===== config.mk =====
export PLATFORM = sky130hd
export DESIGN_NAME = serial_comp_ctrl
export DESIGN_NICKNAME = d
export VERILOG_FILES = /design/src/rtl/serial_comp_ctrl.sv
export SDC_FILE = /design/constraint.sdc
export NUM_CORES = 1
export LEC_CHECK = 0
export CORE_MARGIN = 2
export CORE_UTILIZATION = 40
export DETAILED_ROUTE_END_ITERATION = 12
export HOLD_SLACK_MARGIN = 0.05
export PLACE_DENSITY = 0.77
export SLEW_MARGIN = 20
export SYNTH_ARGS = -nofsm -noshare
export SYNTH_HDL_FRONTEND = slang
export SYNTH_SLANG_ARGS = --single-unit

===== constraint.sdc =====
create_clock -name clk -period 1.4 [get_ports clk]
set_input_delay 0.28 -clock clk [delete_from_list [all_inputs] [get_ports clk]]
set_output_delay 0.28 -clock clk [all_outputs]
set_load 0.005 [all_outputs]

===== src/rtl/serial_comp_ctrl.sv =====
// serial_comp_ctrl: compares two WIDTH-bit operands serially, MSB digit first,
// through one external 2-bit magnitude-comparator slice.
// The latched verdict is reported with a busy/done handshake.
// Optional build macro: SERIAL_COMP_EARLY_EXIT_EN.
//   Defined:   the compare finishes at the first unequal digit.
//   Undefined: all digits are always scanned, so timing does not depend on the data.
module serial_comp_ctrl #(
  parameter int WIDTH = 8
) (
  input  logic             clk,
  input  logic             rst_n,
  input  logic             start,
  input  logic [WIDTH-1:0] a,
  input  logic [WIDTH-1:0] b,
  output logic             busy,
  output logic             done,
  output logic             aeb,
  output logic             agb,
  output logic             alb,
  output logic [1:0]       slice_a,
  output logic [1:0]       slice_b,
  input  logic             slice_aeb,
  input  logic             slice_agb,
  input  logic             slice_alb
);

  localparam int ND = WIDTH / 2;
  localparam int IW = (ND > 1) ? $clog2(ND) : 1;

  typedef enum logic [1:0] {IDLE, RUN, DONE} state_t;

  state_t           state_reg, state_next;
  logic [WIDTH-1:0] a_cap_reg, b_cap_reg;
  logic [IW-1:0]    idx_reg;
  logic             aeb_reg, agb_reg, alb_reg;

  // Digit views of the captured operands, indexed by digit number.
  logic [1:0] a_dig [ND];
  logic [1:0] b_dig [ND];

  genvar gi;
  generate
    for (gi = 0; gi < ND; gi++) begin : g_dig
      assign a_dig[gi] = a_cap_reg[2*gi +: 2];
      assign b_dig[gi] = b_cap_reg[2*gi +: 2];
    end
  endgenerate

  // Slice verdict for the current digit.
  // Greater wins over less; no flag at all counts as equal, so the slice's
  // equal flag carries no extra information.
  logic dig_gt, dig_lt, last_dig, decided;
  logic slice_unused;
  assign slice_unused = slice_aeb;
  assign dig_gt   = slice_agb;
  assign dig_lt   = !slice_agb && slice_alb;
  assign last_dig = (idx_reg == '0);
  assign decided  = agb_reg || alb_reg;

  // Next-state logic.
  always_comb begin
    state_next = state_reg;
    case (state_reg)
      IDLE: if (start) state_next = RUN;
`ifdef SERIAL_COMP_EARLY_EXIT_EN
      RUN:  if (dig_gt || dig_lt || last_dig) state_next = DONE;
`else
      RUN:  if (last_dig) state_next = DONE;
`endif
      DONE: state_next = IDLE;
      default: state_next = IDLE;
    endcase
  end

  // State register.
  always_ff @(posedge clk) begin
    if (!rst_n) state_reg <= IDLE;
    else        state_reg <= state_next;
  end

  // Operand capture, digit index and verdict accumulation.
  always_ff @(posedge clk) begin
    if (!rst_n) begin
      a_cap_reg <= '0;
      b_cap_reg <= '0;
      idx_reg   <= '0;
      aeb_reg   <= 1'b0;
      agb_reg   <= 1'b0;
      alb_reg   <= 1'b0;
    end else begin
      case (state_reg)
        IDLE: begin
          if (start) begin
            a_cap_reg <= a;
            b_cap_reg <= b;
            idx_reg   <= IW'(ND - 1);
            aeb_reg   <= 1'b0;
            agb_reg   <= 1'b0;
            alb_reg   <= 1'b0;
          end
        end
        RUN: begin
`ifdef SERIAL_COMP_EARLY_EXIT_EN
          if (dig_gt)        agb_reg <= 1'b1;
          else if (dig_lt)   alb_reg <= 1'b1;
          else if (last_dig) aeb_reg <= 1'b1;
          else               idx_reg <= idx_reg - 1'b1;
`else
          // The first unequal digit sticks; later digits are only walked.
          if (!decided) begin
            if (dig_gt)        agb_reg <= 1'b1;
            else if (dig_lt)   alb_reg <= 1'b1;
            else if (last_dig) aeb_reg <= 1'b1;
          end
          if (!last_dig) idx_reg <= idx_reg - 1'b1;
`endif
        end
        default: ;
      endcase
    end
  end

  // Outputs: the slice sees the current digit only while running.
  always_comb begin
    busy    = (state_reg != IDLE);
    done    = (state_reg == DONE);
    aeb     = aeb_reg;
    agb     = agb_reg;
    alb     = alb_reg;
    slice_a = 2'b00;
    slice_b = 2'b00;
    if (state_reg == RUN) begin
      slice_a = a_dig[idx_reg];
      slice_b = b_dig[idx_reg];
    end
  end

endmodule

==> reports/summary.txt, run 1 <==
status = complete, but fails checks
worst hold start = b_cap_reg[6]
number of global-route vias before repair = 989
Crit path largest cell delay = 490 ps
largest cells by area after synthesis = dfxtp_1 (47%), nand2_1 (13%), mux4_2 (9.1%), a21oi_1 (8.1%), nor2_1 (3.0%)
port bufs = 29
Reg2Reg Depth = 8
critical path cell sequence = buf_6 > mux4_2 > and2_4 > buf_6
first-pass GRT wire length = 4112 um
DR DRC count = 0
clk root buf = clkbuf_4
Clock Skew = 4.798 ps
Max Cap Viol = 0
CTS tree = built
Diodes inserted = 0
Combinational Power Share = 28.8%
Synth Net Count = 134
worst slew pin tran = 261.4 ps
Setup CP Type = reg2out
largest net degree at the start of global routing = 14
pre-CTS WS = -413.8 ps
pwr dens = 957.4 mW/mm^2
FF-to-FF End = idx_reg[0]
Starting Density = 43.27%
GR met1 Demand/Resource = 21.89%
final setup margin = -425.2 ps
chip height = 53.62 um
Arr. time, crit path = 1550 ps
reg2reg setup slack = -110 ps
area grow syn2layout = 55.78%
router iterations before antenna repair = 4
final instance area = 0.001534 sq mm
Critical Path RT = 1120 ps
clk sinks = 23
Final Total Pwr = 1.469 mW
Int Power = 1.065 mW
fin crit period = 1825 ps
CTS Buf Count = 3
final setup vio count = 6
Yosys reg bits = 23
Setup crit end kind = output port
post-synth top area cell = dfxtp_1
multi-input logic area = 511.7 sq um
hold slack = 467.3 ps
row count = 17
clock power share = 21.1%
Via Count = 983
Final Hold Viols = 0
net switching power figure = 403.7 uW
relative slew slack = 82.55%
YS warnings = 0
Hold Crit Class = reg2reg
failing checks = negative setup slack
H-tree depth = 1
Skew-Pair Late Insertion Delay = 310 ps
sequential share of power = 50.1%
worst vdd ir = 0.6492 mV
LEAKAGE = 0.6548 nW
CP max-delay cell = mux4_2
reg2reg start = idx_reg[0]
RSZ-0062 raised after global routing = yes
share of cells above drive strength 1 = 34.57%
total grt overflow = 0
Final Net Count = 186
Max Freq = 0.5479 GHz
CP Launch Type = flip-flop
Post-DP Area = 0.001378 sq mm
Routed WL = 2472 um
Seq/Total Area, Yosys = 46.76%
Global Route Usage Sum = 19.31%
DR WL/cell = 13.01 um
hpwl dp = 1727 um
synth unique cells = 25
met3 Track Usage GR = 4.167%
Final Max Slew Viols = 0
DRT iter0 DRCs = 15
register cell area after layout = 469.2 sq um
syn avg cell area = 8.871 sq um
Routed Antenna Nets = 0
I/O pins = 31
clk slew on worst S/H paths = 130 ps
Sw Ratio = 27.49%
largest fanout on the critical path = 3
hold_buf cts = 0
DIE AREA = 0.002875 sq mm
clk buf depth = 2
cell mode on critical path = buf_6
Min-Delay Path Depth = 2
antenna violations before repair = 0
most frequent cells in the layout = nand2_1 (33), clkdlybuf4s50_1 (20), buf_4 (20)
Hold Path Sink = b_cap_reg[6]
Core ar. = 0.002276 sq mm
Mapped Area = 984.7 sq um
Final Cycle Share = 130.4%
Synth top area share = 46.76%
routing usage on met2 = 35.80%
most common cell after layout, fill and taps aside = nand2_1
Gate Count Post-Synth = 111
layer with the highest usage = met2
Die W = 53.62 um
Final GP Congestion = 0.7242
CP startpoint = idx_reg[0]
fillers = 183
Vias/cell = 5.174
[routing by layer]
metal	wire [um]	vias to the layer above
met5	0	-
met4	6	0
met3	124	4
met2	1331	32
met1	1010	469
li1	-	478
[repair_timing]
action | 4_1_cts | 5_1_grt
cloned | 0 | 0
setup buffers | 7 | 4
pin swaps | 8 | 2
endpoints found under the setup margin | 11 | 24
resized for setup | 43 | 13
[cell usage after synthesis]
cell,number
a32oi_1,1
and3_1,1
and2_1,4
a31oi_1,1
buf_6,2
ha_1,1
mux4_2,4
inv_1,3
a21oi_1,16
or2_2,1
a41oi_1,1
a211oi_1,1
clkbuf_1,2
and2b_2,1
nor2b_1,1
buf_8,1
nor3b_1,1
nand2_1,33
a221oi_1,1
buf_2,1
dfxtp_1,23
nor3_1,1
or3b_1,1
nor3b_2,1
nor2_1,8
[logic make-up (layout without fill, tap and decap cells)]
logic type,Yosys count,in the layout,share of synthesized area [%]
AND/OR/NAND/NOR,53,53,24.40
adder cells (fa/ha/maj),1,1,1.270
flip-flops,23,23,46.76
multiplexers,4,4,9.149
buffers and inverters,9,60,6.225
AO/OA/AOI/OAI,21,21,12.20
[critical path: cells and delay by family, from the launching register on]
family | cells | cell delay (ps)
AND/OR/NAND/NOR | 1 | 160
buffers and inverters | 2 | 220
multiplexers | 1 | 490
flip-flops | 1 | 370
[layout make-up]
cell class | instances | share of cell area [%]
Multi-Input combinational cell | 79 | 33.36
Inverter | 3 | 0.8972
Sequential cell | 23 | 30.59
Clock inverter | 1 | 0.3263
Timing Repair Buffer | 53 | 31.08
Tap cell | 28 | 2.284
Clock buffer | 3 | 1.468
[power groups by stage]
| stage | combinational (mW) | sequential, mW | clock [mW] |
|---|---|---|---|
| finish | 0.423 | 0.736 | 0.310 |
| global placement | 0.327 | 0.743 | 0 |
| global route | 0.460 | 0.743 | 0.346 |
| detailed placement | 0.336 | 0.746 | 0 |
| CTS | 0.367 | 0.735 | 0.309 |
| floorplan | 0.184 | 0.739 | 0 |
[through the flow]
| step | setup TNS, ps | utilization, % | instances |
|---|---|---|---|
| 2_1_floorplan | 0 | - | 111 |
| 3_3_place_gp | -5137 | 60.53 | 177 |
| 4_1_cts | -1845 | 64.54 | 188 |
| 5_1_grt | -2376 | 67.40 | 190 |
| 6_report | -1787 | 67.40 | 190 |
| 3_5_place_dp | -5385 | 60.53 | 177 |
[how the worst max path moves through the flow]
stage,to,slack (ps),cells past startpoint
floorplan,slice_a[0],40,3
global placement,slice_b[0],-410,4
detailed placement,slice_b[0],-410,4
CTS,slice_a[1],-410,4
global route,slice_b[0],-490,4
finish,slice_b[0],-430,4
Note: power is estimated with default switching activity, not from simulation.
==> run 2, diff against run 1 <==
CORE_UTILIZATION = 44   (was 40)
PLACE_DENSITY = 0.8   (was 0.77)
clock period = 1.94 ns   (was 1.4 ns; I/O delays follow)
==> run 2 against run 1 <==
The flow now finishes without violations. Hold slack got worse by 5.8 ps. Global-route usage is 1.4 points lower. Via count shrank 11%. Design area fell by 10%. Largest cell class unchanged. Clock-buffer cell count unchanged. First-iteration DRC count is the same. Critical endpoint is now slice_b[1]. Clock power shrank 27%. Power is 33% lower. Routed wire length is 17% lower. Flip-flop and latch count stayed put. Setup slack better by 430 ps.
==> reports/summary.txt, run 2 (synthesis results as in run 1) <==
Die W = 51.31 um (-4.3%)
RSZ-0062 raised after global routing = yes
clk root buf = clkbuf_4
sequential share of power = 53.9% (+3.8 points)
Final GP Congestion = 0.7181 (-0.84%)
relative slew slack = 67.46% (-15 points)
Clock Skew = 3.098 ps (-1.700 ps)
Combinational Power Share = 23.2% (-5.6 points)
Max Freq = 0.5160 GHz
clk slew on worst S/H paths = 130 ps (about the same)
Final Max Slew Viols = 0 (unchanged)
total grt overflow = 0 (unchanged)
most common cell after layout, fill and taps aside = nand2_1
Arr. time, crit path = 1550 ps (about the same)
Routed WL = 2058 um (-17%)
Vias/cell = 4.943 (-4.5%)
router iterations before antenna repair = 4 (unchanged)
hold_buf cts = 0 (unchanged)
Max Cap Viol = 0 (unchanged)
final setup vio count = 0 (-6)
Skew-Pair Late Insertion Delay = 320 ps (about the same)
Reg2Reg Depth = 7 (-1)
I/O pins = 31 (unchanged)
first-pass GRT wire length = 3477 um (-15%)
clk buf depth = 2 (unchanged)
CTS Buf Count = 3 (unchanged)
TNS Setup = 0 ps (+1787 ps)
final setup margin = 1.832 ps (+427.0 ps)
CTS tree = built
Min-Delay Path Depth = 2 (unchanged)
Sw Ratio = 26.85% (-0.64 points)
Global Route Usage Sum = 17.89% (-1.4 points)
CP Launch Type = flip-flop
Final Cycle Share = 99.91%
LEAKAGE = 0.5538 nW (-15%)
hpwl dp = 1541 um (-11%)
share of cells above drive strength 1 = 19.59% (-15 points)
Setup crit end kind = output port
Diodes inserted = 0 (unchanged)
DR DRC count = 0 (unchanged)
FF-to-FF End = idx_reg[1]
Final Hold Viols = 0 (unchanged)
worst vdd ir = 0.4544 mV (-30%)
fillers = 200 (+9.3%)
row count = 17 (unchanged)
status = finished clean
clock power share = 22.9% (+1.8 points)
Starting Density = 45.39% (+2.1 points)
H-tree depth = 1 (unchanged)
fin crit period = 1938 ps
DR WL/cell = 11.69 um (-10%)
pwr dens = 715.6 mW/mm^2 (-25%)
pre-CTS WS = 10.69 ps (+424.5 ps)
CP startpoint = idx_reg[0]
number of global-route vias before repair = 842 (-15%)
worst slew pin tran = 487.1 ps (+225.7 ps)
Setup CP Type = reg2out
Int Power = 721.1 uW (-32%)
Core ar. = 0.002170 sq mm (-4.7%)
largest net degree at the start of global routing = 16 (+2)
DIE AREA = 0.002632 sq mm (-8.4%)
DRT iter0 DRCs = 15 (unchanged)
largest fanout on the critical path = 4 (+1)
worst hold start = b_cap_reg[5]
Hold Crit Class = reg2reg
net switching power figure = 264.7 uW (-34%)
Core Util, Final = 63.49% (-3.9 points)
reg2reg setup slack = 230 ps (+340 ps)
antenna violations before repair = 0 (unchanged)
port bufs = 29 (unchanged)
hold slack = 461.5 ps (-5.788 ps)
Final Total Pwr = 985.9 uW (-33%)
Critical Path RT = 1550 ps (+430 ps)
Final Net Count = 172 (-7.5%)
most frequent cells in the layout = nand2_1 (33), clkdlybuf4s50_1 (25), dfxtp_1 (22)
chip height = 51.31 um (-4.3%)
reg2reg start = idx_reg[0]
clk sinks = 23 (unchanged)
Hold Path Sink = b_cap_reg[5]
area grow syn2layout = 39.90%
Routed Antenna Nets = 0 (unchanged)
Via Count = 870 (-11%)
-- run 2: cell types whose count changed in the layout (fill, tap and decap cells not counted), moves of 3 or more --
| cell | delta |
|---|---|
| dlygate4sd2_1 | -3 |
| clkdlybuf4s50_1 | +5 |
| dfxtp_2 | -6 |
| buf_4 | -12 |
| dfxtp_1 | +6 |
| buf_6 | -3 |
-- run 2: metrics by stage --
stage	std cells	area (sq um)
floorplan	111	984.7
global placement	171	1328
CTS	176	1373
global route	176	1378
finish	176	1378
detailed placement	171	1328
-- run 2: layout make-up --
cell class                 instances  area, sq um  share of cell area (%)
sequential                        23        461.7                   33.52
clock buffer                       3        22.52                   1.635
tap                               28        35.03                   2.543
inverter                           3        11.26                  0.8174
multi-input combinational         79        470.5                   34.15
clock inverter                     1        5.005                  0.3633
timing repair buffer              39        371.6                   26.98
-- run 2: worst max-delay path by stage --
stage	to	slack, ps	depth (start not counted)
floorplan	slice_a[0]	420	3
global placement	slice_b[1]	5	4
detailed placement	slice_b[1]	10	4
CTS	slice_b[1]	-70	5
global route	slice_b[1]	-60	4
finish	slice_b[1]	2	4
-- run 2: per-layer routing --
metal / GRT usage [%] / part of all wire, %
met5: 0 / 0
met4: 9.649 / 1.3
met3: 4.094 / 4.0
met2: 29.65 / 50
met1: 21.44 / 45
-- run 2: power groups by stage --
stage               sequential [mW]  combinational [mW]  clock (mW)
floorplan                     0.533               0.130           0
global placement              0.539               0.213           0
detailed placement            0.541               0.219           0
CTS                           0.531               0.230       0.230
global route                  0.537               0.252       0.253
finish                        0.531               0.229       0.226
-- run 2: worst max-delay path: stages (launching register included) --
cell and delay, ps:
dfxtp_2 360, buf_6 110, mux4_2 480, and2_4 170, buf_6 110
-- run 2: what timing repair did --
item                                    CTS  global route
pin swaps                                 4             1
buffers inserted                          1             1
endpoints found under the setup margin    4             4
resized for setup                        23             2
==> run 3, diff against run 2 <==
SKIP_CTS_REPAIR_TIMING = 1   (was not set)
==> run 3 against run 2 <==
Global-route usage down 0.19 points. Clock-buffer cell count unchanged. Power is 0.20% higher. Final cell count stayed put. Fmax up 1.1%. First-iteration DRC count rose by 13%. Sequential power is essentially flat. Utilization shrank 0.75 points. Critical path depth is the same. Via count up 1.1%.
==> reports/summary.txt, run 3 (synthesis results as in run 1) <==
area grow syn2layout = 38.25%
port bufs = 29 (unchanged)
row count = 17 (unchanged)
CP Launch Type = flip-flop
clk buf depth = 2 (unchanged)
Levels on crit path = 4 (unchanged)
largest net degree at the start of global routing = 16 (unchanged)
Max Cap Viol = 0 (unchanged)
H-tree depth = 1 (unchanged)
Diodes inserted = 0 (unchanged)
Arr. time, crit path = 1530 ps (-20 ps)
Final Max Slew Viols = 0 (unchanged)
number of global-route vias before repair = 833 (-1.1%)
clk sinks = 23 (unchanged)
CP top delay family = multiplexers
RSZ-0062 raised after global routing = yes
Via Count = 880 (+1.1%)
final setup vio count = 0 (unchanged)
I/O pins = 31 (unchanged)
Min-Delay Path Depth = 2 (unchanged)
clk slew on worst S/H paths = 130 ps (about the same)
CP Buf/Inv Count = 2 (unchanged)
Final Hold Viols = 0 (unchanged)
Final Net Count = 172 (unchanged)
Crit path largest cell delay = 480 ps (about the same)
layer with the highest usage = met2
Final Total Pwr = 987.9 uW (+0.20%)
met3 Track Usage GR = 4.094% (unchanged)
Hold Crit Class = reg2reg
CP max-delay cell = mux4_2
most common cell after layout, fill and taps aside = nand2_1
worst slew pin tran = 483.8 ps (-3.341 ps)
clk root buf = clkbuf_4
total grt overflow = 0 (unchanged)
DR DRC count = 0 (unchanged)
final setup margin = 23.03 ps (+21.20 ps)
DR WL/cell = 11.81 um (+0.97%)
pre-CTS WS = 10.69 ps (unchanged)
fillers = 206 (+3.0%)
routing usage on met2 = 29.65% (unchanged)
DIE AREA = 0.002632 sq mm (unchanged)
Setup crit end kind = output port
multi-input logic area = 473.0 sq um (+0.53%)
Global Route Usage Sum = 17.71% (-0.19 points)
Routed Antenna Nets = 0 (unchanged)
pwr dens = 725.7 mW/mm^2 (+1.4%)
hpwl dp = 1541 um (unchanged)
Critical Path RT = 1550 ps (about the same)
worst vdd ir = 0.4569 mV (+0.56%)
LEAKAGE = 0.5497 nW (-0.73%)
router iterations before antenna repair = 4 (unchanged)
Core ar. = 0.002170 sq mm (unchanged)
status = finished clean
DRT iter0 DRCs = 17 (+2)
GR met1 Demand/Resource = 20.89% (-0.55 points)
CTS tree = built
Setup CP Type = reg2out
Vias/cell = 5.000 (+1.1%)
largest fanout on the critical path = 4 (unchanged)
Final Cycle Share = 98.81% (-1.1 points)
critical path cell sequence = buf_6 > mux4_2 > and2_4 > clkbuf_2
register cell area after layout = 461.7 sq um (unchanged)
Skew-Pair Late Insertion Delay = 320 ps (about the same)
fin crit period = 1917 ps (-21.20 ps)
share of cells above drive strength 1 = 20.27% (+0.68 points)
relative slew slack = 67.68% (+0.22 points)
CTS Buf Count = 3 (unchanged)
Max Freq = 0.5217 GHz (+1.1%)
Starting Density = 45.39% (unchanged)
Routed WL = 2078 um (+0.97%)
first-pass GRT wire length = 3429 um (-1.4%)
antenna violations before repair = 0 (unchanged)
Clock Skew = 2.879 ps (-0.2192 ps)
Reg2Reg Depth = 7 (unchanged)
most frequent cells in the layout = nand2_1 (33), clkdlybuf4s50_1 (25), dfxtp_1 (22)
Die W = 51.31 um (unchanged)
Final GP Congestion = 0.7181 (unchanged)
chip height = 51.31 um (unchanged)
run 3: cell types whose count changed in the layout (fill, tap and decap cells not counted), sizes merged:
cell    change
buf         -4
clkbuf      +4
run 3: path summary, 6_finish.rpt:
kind           startpoint           end  slack, ps
max reg2reg    idx_reg[0]    idx_reg[0]        220
min          b_cap_reg[5]  b_cap_reg[5]        460
max            idx_reg[0]    slice_b[1]         20
min reg2reg  b_cap_reg[5]  b_cap_reg[5]        460
run 3: per-layer routing:
layer / routed length, um / vias up
li1: - / 448
met1: 915 / 402
met2: 1033 / 26
met3: 104 / 4
met4: 23 / 0
met5: 0 / -
run 3: stage by stage:
step | TNS [ps] | hold WS, ps | util (%) | cells | cell area [sq um]
floorplan | 0 | 433.1 | - | 111 | 984.7
global placement | 0 | 442.7 | 61.19 | 171 | 1328
detailed placement | 0 | 445.9 | 61.19 | 171 | 1328
CTS | -1352 | 463.6 | 62.46 | 175 | 1355
global route | -60.27 | 491.5 | 62.75 | 176 | 1361
finish | 0 | 462.1 | 62.75 | 176 | 1361
run 3: cell type report:
type | count | share of cell area [%]
Sequential cell | 23 | 33.92
Clock inverter | 1 | 0.3676
Timing Repair Buffer | 39 | 25.92
Multi-Input combinational cell | 79 | 34.74
Clock buffer | 3 | 1.654
Inverter | 3 | 0.8272
Tap cell | 28 | 2.574
run 3: worst min-delay path: stages, from the launching register on:
cell and delay [ps]:
dfxtp_1 330, nand2_1 50, a21oi_1 50
run 3: report_power, final:
group | total, mW | internal [mW] | switching (mW) | leakage (nW)
Sequential | 0.531 | 0.507 | 0.0240 | 0.189
Combinational | 0.227 | 0.135 | 0.0921 | 0.343
Clock | 0.230 | 0.0773 | 0.152 | 0.0177
Total | 0.988 | 0.719 | 0.269 | 0.550
